### config.mk
export PLATFORM = sky130hd
export DESIGN_NAME = vga_timing_gen
export DESIGN_NICKNAME = d
export VERILOG_FILES = /design/src/rtl/vga_timing_pkg.sv /design/src/rtl/vga_axis_counter.sv /design/src/rtl/vga_timing_gen.sv
export SDC_FILE = /design/constraint.sdc
export NUM_CORES = 1
export LEC_CHECK = 0
export ABC_AREA = 1
export BUFFER_PORTS_ARGS = -buffer_cell sky130_fd_sc_hd__buf_2
export CAP_MARGIN = 5
export CORE_AREA = 5 5 79 81
export CTS_BUF_LIST = sky130_fd_sc_hd__clkbuf_8
export DETAILED_ROUTE_END_ITERATION = 7
export DIE_AREA = 0 0 84 86
export PLACE_DENSITY = 0.76
export SLEW_MARGIN = 30
export SYNTH_ARGS = -nofsm -noshare
export SYNTH_HDL_FRONTEND = slang
export SYNTH_SLANG_ARGS = --single-unit
### constraint.sdc
create_clock -name clk_25 -period 2 [get_ports clk_25]
set_clock_uncertainty 0.15 [all_clocks]
set_input_delay 0.1 -clock clk_25 [delete_from_list [all_inputs] [get_ports clk_25]]
set_output_delay 0.1 -clock clk_25 [all_outputs]
set_load 0.005 [all_outputs]
### src/rtl/vga_timing_pkg.sv
// Shared VGA raster timing constants and helpers.
//   - 640x480@60 defaults used by vga_timing_gen
//   - axis_total / sync_start / sync_end helpers for one raster axis
//   - alternative mode constant sets (800x600@60, 320x240)
package vga_timing_pkg;

  localparam int unsigned VGA_H_DISP  = 640;
  localparam int unsigned VGA_H_FRONT = 16;
  localparam int unsigned VGA_H_SYNC  = 96;
  localparam int unsigned VGA_H_BACK  = 48;
  localparam int unsigned VGA_V_DISP  = 480;
  localparam int unsigned VGA_V_FRONT = 10;
  localparam int unsigned VGA_V_SYNC  = 2;
  localparam int unsigned VGA_V_BACK  = 33;

  typedef struct packed {
    logic [11:0] disp;
    logic [11:0] front;
    logic [11:0] sync;
    logic [11:0] back;
  } axis_timing_t;

  // 800x600@60 (40 MHz pixel clock), positive syncs on most monitors
  localparam axis_timing_t MODE_800X600_H = '{disp: 12'd800, front: 12'd40, sync: 12'd128, back: 12'd88};
  localparam axis_timing_t MODE_800X600_V = '{disp: 12'd600, front: 12'd1,  sync: 12'd4,   back: 12'd23};

  // 320x240 low-resolution raster
  localparam axis_timing_t MODE_320X240_H = '{disp: 12'd320, front: 12'd8,  sync: 12'd32,  back: 12'd40};
  localparam axis_timing_t MODE_320X240_V = '{disp: 12'd240, front: 12'd3,  sync: 12'd3,   back: 12'd16};

  function automatic int unsigned axis_total(input int unsigned disp, input int unsigned front,
                                             input int unsigned sync, input int unsigned back);
    return disp + front + sync + back;
  endfunction

  // First count at which the sync pulse is active.
  function automatic int unsigned sync_start(input int unsigned disp, input int unsigned front);
    return disp + front;
  endfunction

  // First count after the sync pulse (exclusive end).
  function automatic int unsigned sync_end(input int unsigned disp, input int unsigned front,
                                           input int unsigned sync);
    return disp + front + sync;
  endfunction

endpackage

### src/rtl/vga_axis_counter.sv
// One raster axis counter (horizontal or vertical).
//   clk, rst_n : clock, asynchronous active-low reset
//   inc        : advance the count by one this clock
//   count      : current position 0..TOTAL-1
//   wrap       : inc is high and count is at TOTAL-1 (next value is 0)
//   active     : count lies in the display region
//   sync       : count lies in the sync pulse window
module vga_axis_counter
  import vga_timing_pkg::*;
#(
  parameter int unsigned DISP  = VGA_H_DISP,
  parameter int unsigned FRONT = VGA_H_FRONT,
  parameter int unsigned SYNC  = VGA_H_SYNC,
  parameter int unsigned BACK  = VGA_H_BACK,
  parameter int unsigned CW    = 10
) (
  input  logic          clk,
  input  logic          rst_n,
  input  logic          inc,
  output logic [CW-1:0] count,
  output logic          wrap,
  output logic          active,
  output logic          sync
);

  localparam int unsigned TOTAL = axis_total(DISP, FRONT, SYNC, BACK);

  // BACK >= 1 keeps every bound below TOTAL, so all fit in CW bits.
  localparam logic [CW-1:0] LAST    = CW'(TOTAL - 1);
  localparam logic [CW-1:0] DISP_C  = CW'(DISP);
  localparam logic [CW-1:0] SYNC_LO = CW'(sync_start(DISP, FRONT));
  localparam logic [CW-1:0] SYNC_HI = CW'(sync_end(DISP, FRONT, SYNC));

  assign wrap   = inc && (count == LAST);
  assign active = (count < DISP_C);
  assign sync   = (count >= SYNC_LO) && (count < SYNC_HI);

  always_ff @(posedge clk or negedge rst_n) begin
    if (!rst_n) begin
      count <= '0;
    end else if (inc) begin
      count <= wrap ? '0 : count + 1'b1;
    end
  end

endmodule

### src/rtl/vga_timing_gen.sv
// VGA raster timing generator and pixel aligner.
//   clk_25, rst     : pixel clock, asynchronous active-low reset
//   en              : count enable; low freezes counters, request stage and delay line
//   r, g, b         : pixel colour, valid PIX_LATENCY clocks after its x/y request
//   x, y            : requested pixel coordinate (0 outside the visible area)
//   req_active      : x/y lies inside the visible area
//   frame_start     : one-clock strobe with the request for pixel (0,0)
//   line_start      : one-clock strobe with the request for column 0 of a visible line
//   vga_r/g/b       : colour gated by vga_blank_n
//   vga_blank_n     : high during visible pixels, aligned with r/g/b
//   vga_hs, vga_vs  : syncs with selectable active level, aligned with r/g/b
//   vga_sync_n      : tied low
//   vga_clk         : copy of clk_25
module vga_timing_gen
  import vga_timing_pkg::*;
#(
  parameter int unsigned H_DISP      = VGA_H_DISP,
  parameter int unsigned H_FRONT     = VGA_H_FRONT,
  parameter int unsigned H_SYNC      = VGA_H_SYNC,
  parameter int unsigned H_BACK      = VGA_H_BACK,
  parameter int unsigned V_DISP      = VGA_V_DISP,
  parameter int unsigned V_FRONT     = VGA_V_FRONT,
  parameter int unsigned V_SYNC      = VGA_V_SYNC,
  parameter int unsigned V_BACK      = VGA_V_BACK,
  parameter bit          HS_POL      = 1'b0,
  parameter bit          VS_POL      = 1'b0,
  parameter int unsigned PIX_LATENCY = 2,
  parameter int unsigned CW          = 10
) (
  input  logic          clk_25,
  input  logic          rst,
  input  logic          en,
  input  logic [7:0]    r,
  input  logic [7:0]    g,
  input  logic [7:0]    b,
  output logic [CW-1:0] x,
  output logic [CW-1:0] y,
  output logic          req_active,
  output logic          frame_start,
  output logic          line_start,
  output logic [7:0]    vga_r,
  output logic [7:0]    vga_g,
  output logic [7:0]    vga_b,
  output logic          vga_blank_n,
  output logic          vga_hs,
  output logic          vga_vs,
  output logic          vga_sync_n,
  output logic          vga_clk
);

  localparam int unsigned     H_TOTAL = axis_total(H_DISP, H_FRONT, H_SYNC, H_BACK);
  localparam int unsigned     V_TOTAL = axis_total(V_DISP, V_FRONT, V_SYNC, V_BACK);
  localparam longint unsigned SPAN    = 64'd1 << CW;

  if (H_DISP == 0 || H_FRONT == 0 || H_SYNC == 0 || H_BACK == 0 ||
      V_DISP == 0 || V_FRONT == 0 || V_SYNC == 0 || V_BACK == 0) begin : g_err_timing
    $error("vga_timing_gen: every timing parameter must be at least 1");
  end
  if (64'(H_TOTAL) > SPAN || 64'(V_TOTAL) > SPAN) begin : g_err_width
    $error("vga_timing_gen: CW too narrow for the raster totals");
  end
  if (PIX_LATENCY > 15) begin : g_err_latency
    $error("vga_timing_gen: PIX_LATENCY must be 0..15");
  end

  logic [CW-1:0] hc, vc;
  logic          h_wrap, h_active, h_sync;
  logic          v_wrap, v_active, v_sync;
  logic          vis;

  vga_axis_counter #(
    .DISP(H_DISP), .FRONT(H_FRONT), .SYNC(H_SYNC), .BACK(H_BACK), .CW(CW)
  ) u_h (
    .clk(clk_25), .rst_n(rst), .inc(en),
    .count(hc), .wrap(h_wrap), .active(h_active), .sync(h_sync)
  );

  // The line counter steps on the pixel counter wrap, so vsync can only
  // change at the start of a line.
  vga_axis_counter #(
    .DISP(V_DISP), .FRONT(V_FRONT), .SYNC(V_SYNC), .BACK(V_BACK), .CW(CW)
  ) u_v (
    .clk(clk_25), .rst_n(rst), .inc(h_wrap),
    .count(vc), .wrap(v_wrap), .active(v_active), .sync(v_sync)
  );

  assign vis = h_active && v_active;

  // Request stage. origin_q tracks "counters are at (0,0)" from the two wrap
  // flags instead of comparing both counters against zero.
  logic origin_q;
  logic hs0, vs0;

  always_ff @(posedge clk_25 or negedge rst) begin
    if (!rst) begin
      x           <= '0;
      y           <= '0;
      req_active  <= 1'b0;
      frame_start <= 1'b0;
      line_start  <= 1'b0;
      hs0         <= 1'b0;
      vs0         <= 1'b0;
      origin_q    <= 1'b1;
    end else if (en) begin
      x           <= vis ? hc : '0;
      y           <= vis ? vc : '0;
      req_active  <= vis;
      frame_start <= origin_q;
      line_start  <= (hc == '0) && v_active;
      hs0         <= h_sync;
      vs0         <= v_sync;
      origin_q    <= h_wrap && v_wrap;
    end else begin
      // Strobes drop while frozen so a held request is not seen twice.
      frame_start <= 1'b0;
      line_start  <= 1'b0;
    end
  end

  // {blank_n, hs, vs} as seen at the DAC, PIX_LATENCY enabled clocks behind
  // the request stage.
  logic [2:0] tap;

  if (PIX_LATENCY == 0) begin : g_bypass
    assign tap = {req_active, hs0, vs0};
  end else begin : g_delay
    logic [2:0] dl [PIX_LATENCY];

    always_ff @(posedge clk_25 or negedge rst) begin
      if (!rst) begin
        for (int i = 0; i < PIX_LATENCY; i++) dl[i] <= 3'b000;
      end else if (en) begin
        dl[0] <= {req_active, hs0, vs0};
        for (int i = 1; i < PIX_LATENCY; i++) dl[i] <= dl[i-1];
      end
    end

    assign tap = dl[PIX_LATENCY-1];
  end

  assign vga_blank_n = tap[2];
  assign vga_hs      = HS_POL ? tap[1] : ~tap[1];
  assign vga_vs      = VS_POL ? tap[0] : ~tap[0];

  assign vga_r      = vga_blank_n ? r : 8'h00;
  assign vga_g      = vga_blank_n ? g : 8'h00;
  assign vga_b      = vga_blank_n ? b : 8'h00;
  assign vga_sync_n = 1'b0;
  assign vga_clk    = clk_25;

endmodule
== Word level (Yosys, flattened, before mapping) ==
Index checks and enable logic that the tools add are counted.

* Register bits after elaboration: 52
* Input port bits: 27
* Output and inout bits: 52

* Add/subtract/negate cells: 2
* Order comparisons: 6
* Equal/unequal tests: 2
* Mux-type cells: 9
* Bitwise logic cells: 2
* Reductions and logical operators: 8

{| class="wikitable"
|+ Operators with widths
! kind !! count
|-
| 10-bit two-way mux || 4
|-
| 8-bit two-way mux || 3
|-
| 10-bit by 1-bit adder with 10-bit output, second input constant || 2
|-
| 10-bit equality test, second input constant || 2
|-
| 10-bit less-than comparator, second input constant || 2
|-
| 10-bit by 9-bit less-than comparator with 1-bit output, second input constant || 2
|-
| 10-bit >= comparator, second input constant || 1
|-
| 10-bit by 9-bit >= comparator with 1-bit output, second input constant || 1
|-
| 10-bit zero test || 1
|-
| 1-bit logical AND || 7
|-
| 1-bit two-way mux || 2
|-
| 1-bit inverter || 2
|}

== Depth between registers and ports, before layout ==
* Depth in word-level cells: 4
* Mapped depth: 9
* Depth with buffers taken out: 9

== Cells and area by module ==
Synthesis repeated with hierarchy kept, for this count alone.

* Cell total of the unflattened synthesis: 365
* Area total of the unflattened synthesis: 2,680.1 µm²

{| class="wikitable"
|+ Modules (own cells, without submodules)
! module !! times used !! cells each !! area each (µm²) !! seq. area each (µm²)
|-
| vga_timing_gen || 1 || 194 || 1,458.9 || 802.0
|-
| vga_axis_counter (u_v) || 1 || 93 || 638.1 || 250.2
|-
| vga_axis_counter (u_h) || 1 || 78 || 583.1 || 250.2
|}

==> results by stage <==
Floorplan:
- The count of boundary I/O pins is 79.
- For this configuration, the core starts out at a cell density of 0.525.
- In this run the standard cell core region covers 5410 um2.
- The floorplan step defined a die boundary enclosing 7220 um2.
- The die outline width is 84 um.
- The cell row count is 27.
- The die is 86 um tall.

Routing:
- The routed layout has 2699 vias.
- The number of DRC violations after detailed routing is 0.
- The total routed wirelength is 6.78 mm.
- The initial detailed-routing violation count is 238.
- The number of nets still failing antenna checks after routing is 0.
- The first TritonRoute pass finished after 5 iterations.
- After detailed routing, the average wire length per cell comes to 13.0 um.
- In the routed layout, each cell is associated on average with a via count of 5.18.

Power and ir drop:
- Summed over all nets, the switching power comes to 1300 uW.
- Across the VDD grid, the largest voltage drop is 0.698 mV.
- The power per standard cell area is 993 nW/um2.
- The total power of the final layout is 3370 uW.
- The proportion of power drawn by combinational gates is 0.303.
- The net switching share of the total power is 0.386.
- Of the total power, the clock network draws 0.229.
- The leakage dissipation is 0.00206 uW.
- The share of total power dissipated in sequential elements is 0.468.
- The internal power of the cells totals 2070 uW.

Global routing:
- The number of global-route vias before repair is 2464.
- The number of antenna violations at the first check in global routing is 0.
- The global-route wire length before repair is 11.4 mm.
- Summed over all layers, the global routing overflow is 0.
- In the global route stage, overall resource usage came out at 0.196.
- Entering global routing, the biggest net connects 28 pins.

STA:
- The setup-violating endpoint count in the final report is 0.
- The accumulated negative setup slack is 0 ns.
- The highest clock frequency the design can meet is 559 MHz.
- Setup repair after global routing left no endpoint under its margin.
- The final critical delay including setup and external delays is 1.79 ns.
- The final clock period utilization by the worst path is 0.895.
- The count of pins over their slew limit is 0.
- After layout, the worst setup slack is 0.210 ns.
- The final number of hold-violating endpoints came to 0.
- Measured against its own limit, the worst slew margin works out to 0.540.
- For the pin with the worst max-slew slack, the measured transition is 0.690 ns.

Worst setup path:
- The setup slack of the most critical reg-to-reg path is 0.37 ns.
- In this run the critical register-to-register path is captured at x[9].
- In this run the critical register-to-register path is launched from u_v.count[5].
- The worst setup path is launched from a register.
- The worst setup path is of the reg -> out kind.
- The cell count of the worst reg-to-reg path is 4.
- In this run the worst setup path begins at tap[2].
- The required time of the critical path is 1.75 ns.
- Data arrives at the worst endpoint at 1.54 ns.
- STA classifies the critical path endpoint as a primary output.
- The worst setup path endpoint is vga_b[4].
- In this run the worst path has a maximum fanout of 26.

Final layout:
- The final core utilization is 0.628.
- Of the cells placed in the final design, the portion with a size suffix greater than 1 is 0.263.
- The area growth from synthesis to layout is 19.7%.
- At the end of the flow, the number of nets in the layout was 479.
- The diode insertion count for antenna repair is 0.
- The final design instance area without fill is 3400 um2.
- The filler cell count in the final layout is 491.

Clock network:
- The number of gates resized after CTS was 0.
- At the later pin of the worst-skew pair, clock insertion delay measures 0.42 ns.
- The number of buffers inserted by post-CTS setup repair is 0.
- The clock-pin slew reported for the worst setup and hold paths after clock tree synthesis is 0.10 ns.
- TritonCTS built the clock tree.

Placement:
- At the end of routability-driven placement, the weighted congestion stood at 0.902.
- The placed wire-length estimate after detailed placement is 5.03 mm.
- Summing all placed instances gives a cell area of 3250 um2.
- During placement, the flow inserted port buffers numbering 77.
- The worst slack at placement is 0.409 ns.

Synth:
- In the synthesized netlist the dominant register cell turns out to be sky130_fd_sc_hd__dfrtp_1.
- In this run, distinct cell masters in the synthesized netlist total 31.
- The arithmetic-cell share of the synthesized area counting full adders, half adders and majority gates is 0.0176.
- The number of nets in the synthesized netlist is 403.
- By area, the combinational part of the netlist is dominated by simple AND/OR/NAND/NOR gates.
- Of the post-synthesis cell area, the dominant cell type holds 0.450.
- The fraction of the mapped netlist area in compound gates is 0.0538.
- The library cell with the largest summed area after synthesis is sky130_fd_sc_hd__dfrtp_1.
- The share of the synthesized netlist area taken by xor and xnor gates is 0.00926.
- In this run, synthesis inferred 0 flip-flops with an integrated enable.
- Synthesis handed over a netlist of 372 instances.
- During synthesis, Yosys emitted a total of 0 warnings.
- In this run, synthesis produced a sequential element count of 52.
- The register area share after synthesis is 0.459.
- In this run the cell area of the synthesized design comes to 2840 um2.
- The portion of synthesized area spent on multiplexers is 0.
- The share of flip-flops with an asynchronous set or reset after synthesis is 1.00.
- Of the total synthesized cell area, the portion taken by AND, OR, NAND and NOR gates is 0.336.
- Sorting the synthesized cells by area gives the leading types as sky130_fd_sc_hd__dfrtp_1 45%, sky130_fd_sc_hd__nand2_1 17%, sky130_fd_sc_hd__inv_1 7.5%, sky130_fd_sc_hd__nand4_1 6.2%, sky130_fd_sc_hd__nand3_1 3.0%.
- The synthesized area per cell is 7.63 um2.

Min path:
- The worst hold path belongs to the class in -> async.

Run status:
- The flow ran to the end, and the final reports show no timing, DRC or antenna violations.

Job:
- Max-cap violations in this run came to 0.
## flip-flops by register name, indices dropped and copies added, names as in the netlist, 3 cells and up
signal,cells
y,10
x,10
g_delay.dl,3
u_v.count,10
tap,3
u_h.count,10
## critical path: stages, from the launching register on
cell                      delay, ns
sky130_fd_sc_hd__dfrtp_1       0.80
sky130_fd_sc_hd__nand2_1       0.12
sky130_fd_sc_hd__inv_1         0.09
sky130_fd_sc_hd__buf_2         0.11
## layout by cell type (no fill, tap or decap), types with 2 or more instances in the layout
cell type and count:
sky130_fd_sc_hd__dlygate4sd3_1 2, sky130_fd_sc_hd__a21oi_1 8, sky130_fd_sc_hd__o21ai_0 11, sky130_fd_sc_hd__nor2_2 3, sky130_fd_sc_hd__nand2_1 126, sky130_fd_sc_hd__xor2_1 3
sky130_fd_sc_hd__nand3_2 3, sky130_fd_sc_hd__clkinv_2 4, sky130_fd_sc_hd__buf_2 77, sky130_fd_sc_hd__ha_1 4, sky130_fd_sc_hd__o21ai_1 3, sky130_fd_sc_hd__nor2_4 5
sky130_fd_sc_hd__nand4_1 28, sky130_fd_sc_hd__inv_1 57, sky130_fd_sc_hd__nand2_2 3, sky130_fd_sc_hd__nand3_1 17, sky130_fd_sc_hd__inv_2 2, sky130_fd_sc_hd__buf_4 7
sky130_fd_sc_hd__clkbuf_8 8, sky130_fd_sc_hd__dfrtp_1 51, sky130_fd_sc_hd__nor2_1 17
## metal layers
metal,part of all wire,vias to the layer above,track usage
met5,0,-,0
met4,0.021,0,0.0906
met3,0.11,18,0.0624
met2,0.45,137,0.311
met1,0.42,1240,0.244
li1,-,1304,-
## how the worst min path moves through the flow
| stage | start | to | slack (ns) | cells after the start |
|---|---|---|---|---|
| CTS | rst | u_v.count[9] | 0.08 | 2 |
| detailed placement | rst | x[7] | -0.01 | 1 |
| floorplan | rst | frame_start | -0.35 | 0 |
| finish | rst | u_v.count[9] | 0.07 | 2 |
| global placement | rst | x[8] | -0.02 | 1 |
| global route | rst | x[7] | 0.12 | 2 |
## power groups by stage
stage | Sequential, uW | Combinational (uW) | Clock, uW
floorplan | 1470 | 782 | 32.4
global placement | 1580 | 1010 | 21.7
CTS | 1570 | 1030 | 790
global route | 1620 | 1190 | 841
detailed placement | 1590 | 1020 | 21.7
finish | 1580 | 1020 | 773
## synth_stat cells, drive strengths merged (2+ instances only)
| cell | count |
|---|---|
| xor2 | 3 |
| a21oi | 8 |
| clkinv | 2 |
| o21ai | 15 |
| dfrtp | 51 |
| buf | 15 |
| clkbuf | 5 |
| nand2 | 129 |
| inv | 59 |
| nand3 | 21 |
| nand4 | 28 |
| ha | 4 |
| nor2 | 25 |
## layout make-up
type | instances | area (um2) | share of cell area
inverters | 61 | 231 | 0.0682
multi-input cells | 239 | 1180 | 0.349
clock buffers | 9 | 115 | 0.0339
repair buffers | 85 | 453 | 0.133
clock inverters | 3 | 18.8 | 0.00553
flip-flops and latches | 52 | 1300 | 0.384
well taps | 72 | 90.1 | 0.0265
## through the flow
stage,hold slack [ns],std cells
after detailed placement,-0.0143,508
after floorplan,-0.346,372
after CTS,0.0778,521
after global routing,0.116,521
final,0.0653,521
after global placement,-0.0178,508
## cell families (layout without fill, tap and decap cells)
group                      after synthesis  after routing
AOI/OAI and AO/OA                       26             26
DFF                                     52             52
other                                    1              1
and+or+nand+nor                        205            205
buffers and inverters                   81            158
xor gates and xnor gates                 3              3
adders and majority gates                4              4
## repair_timing
action / in CTS / in global routing
hold buffers: 2 / 0
endpoints found under the setup margin: 0 / 0
hold endpoints to repair: 27 / 0
Note: power is estimated with default switching activity, not from simulation.
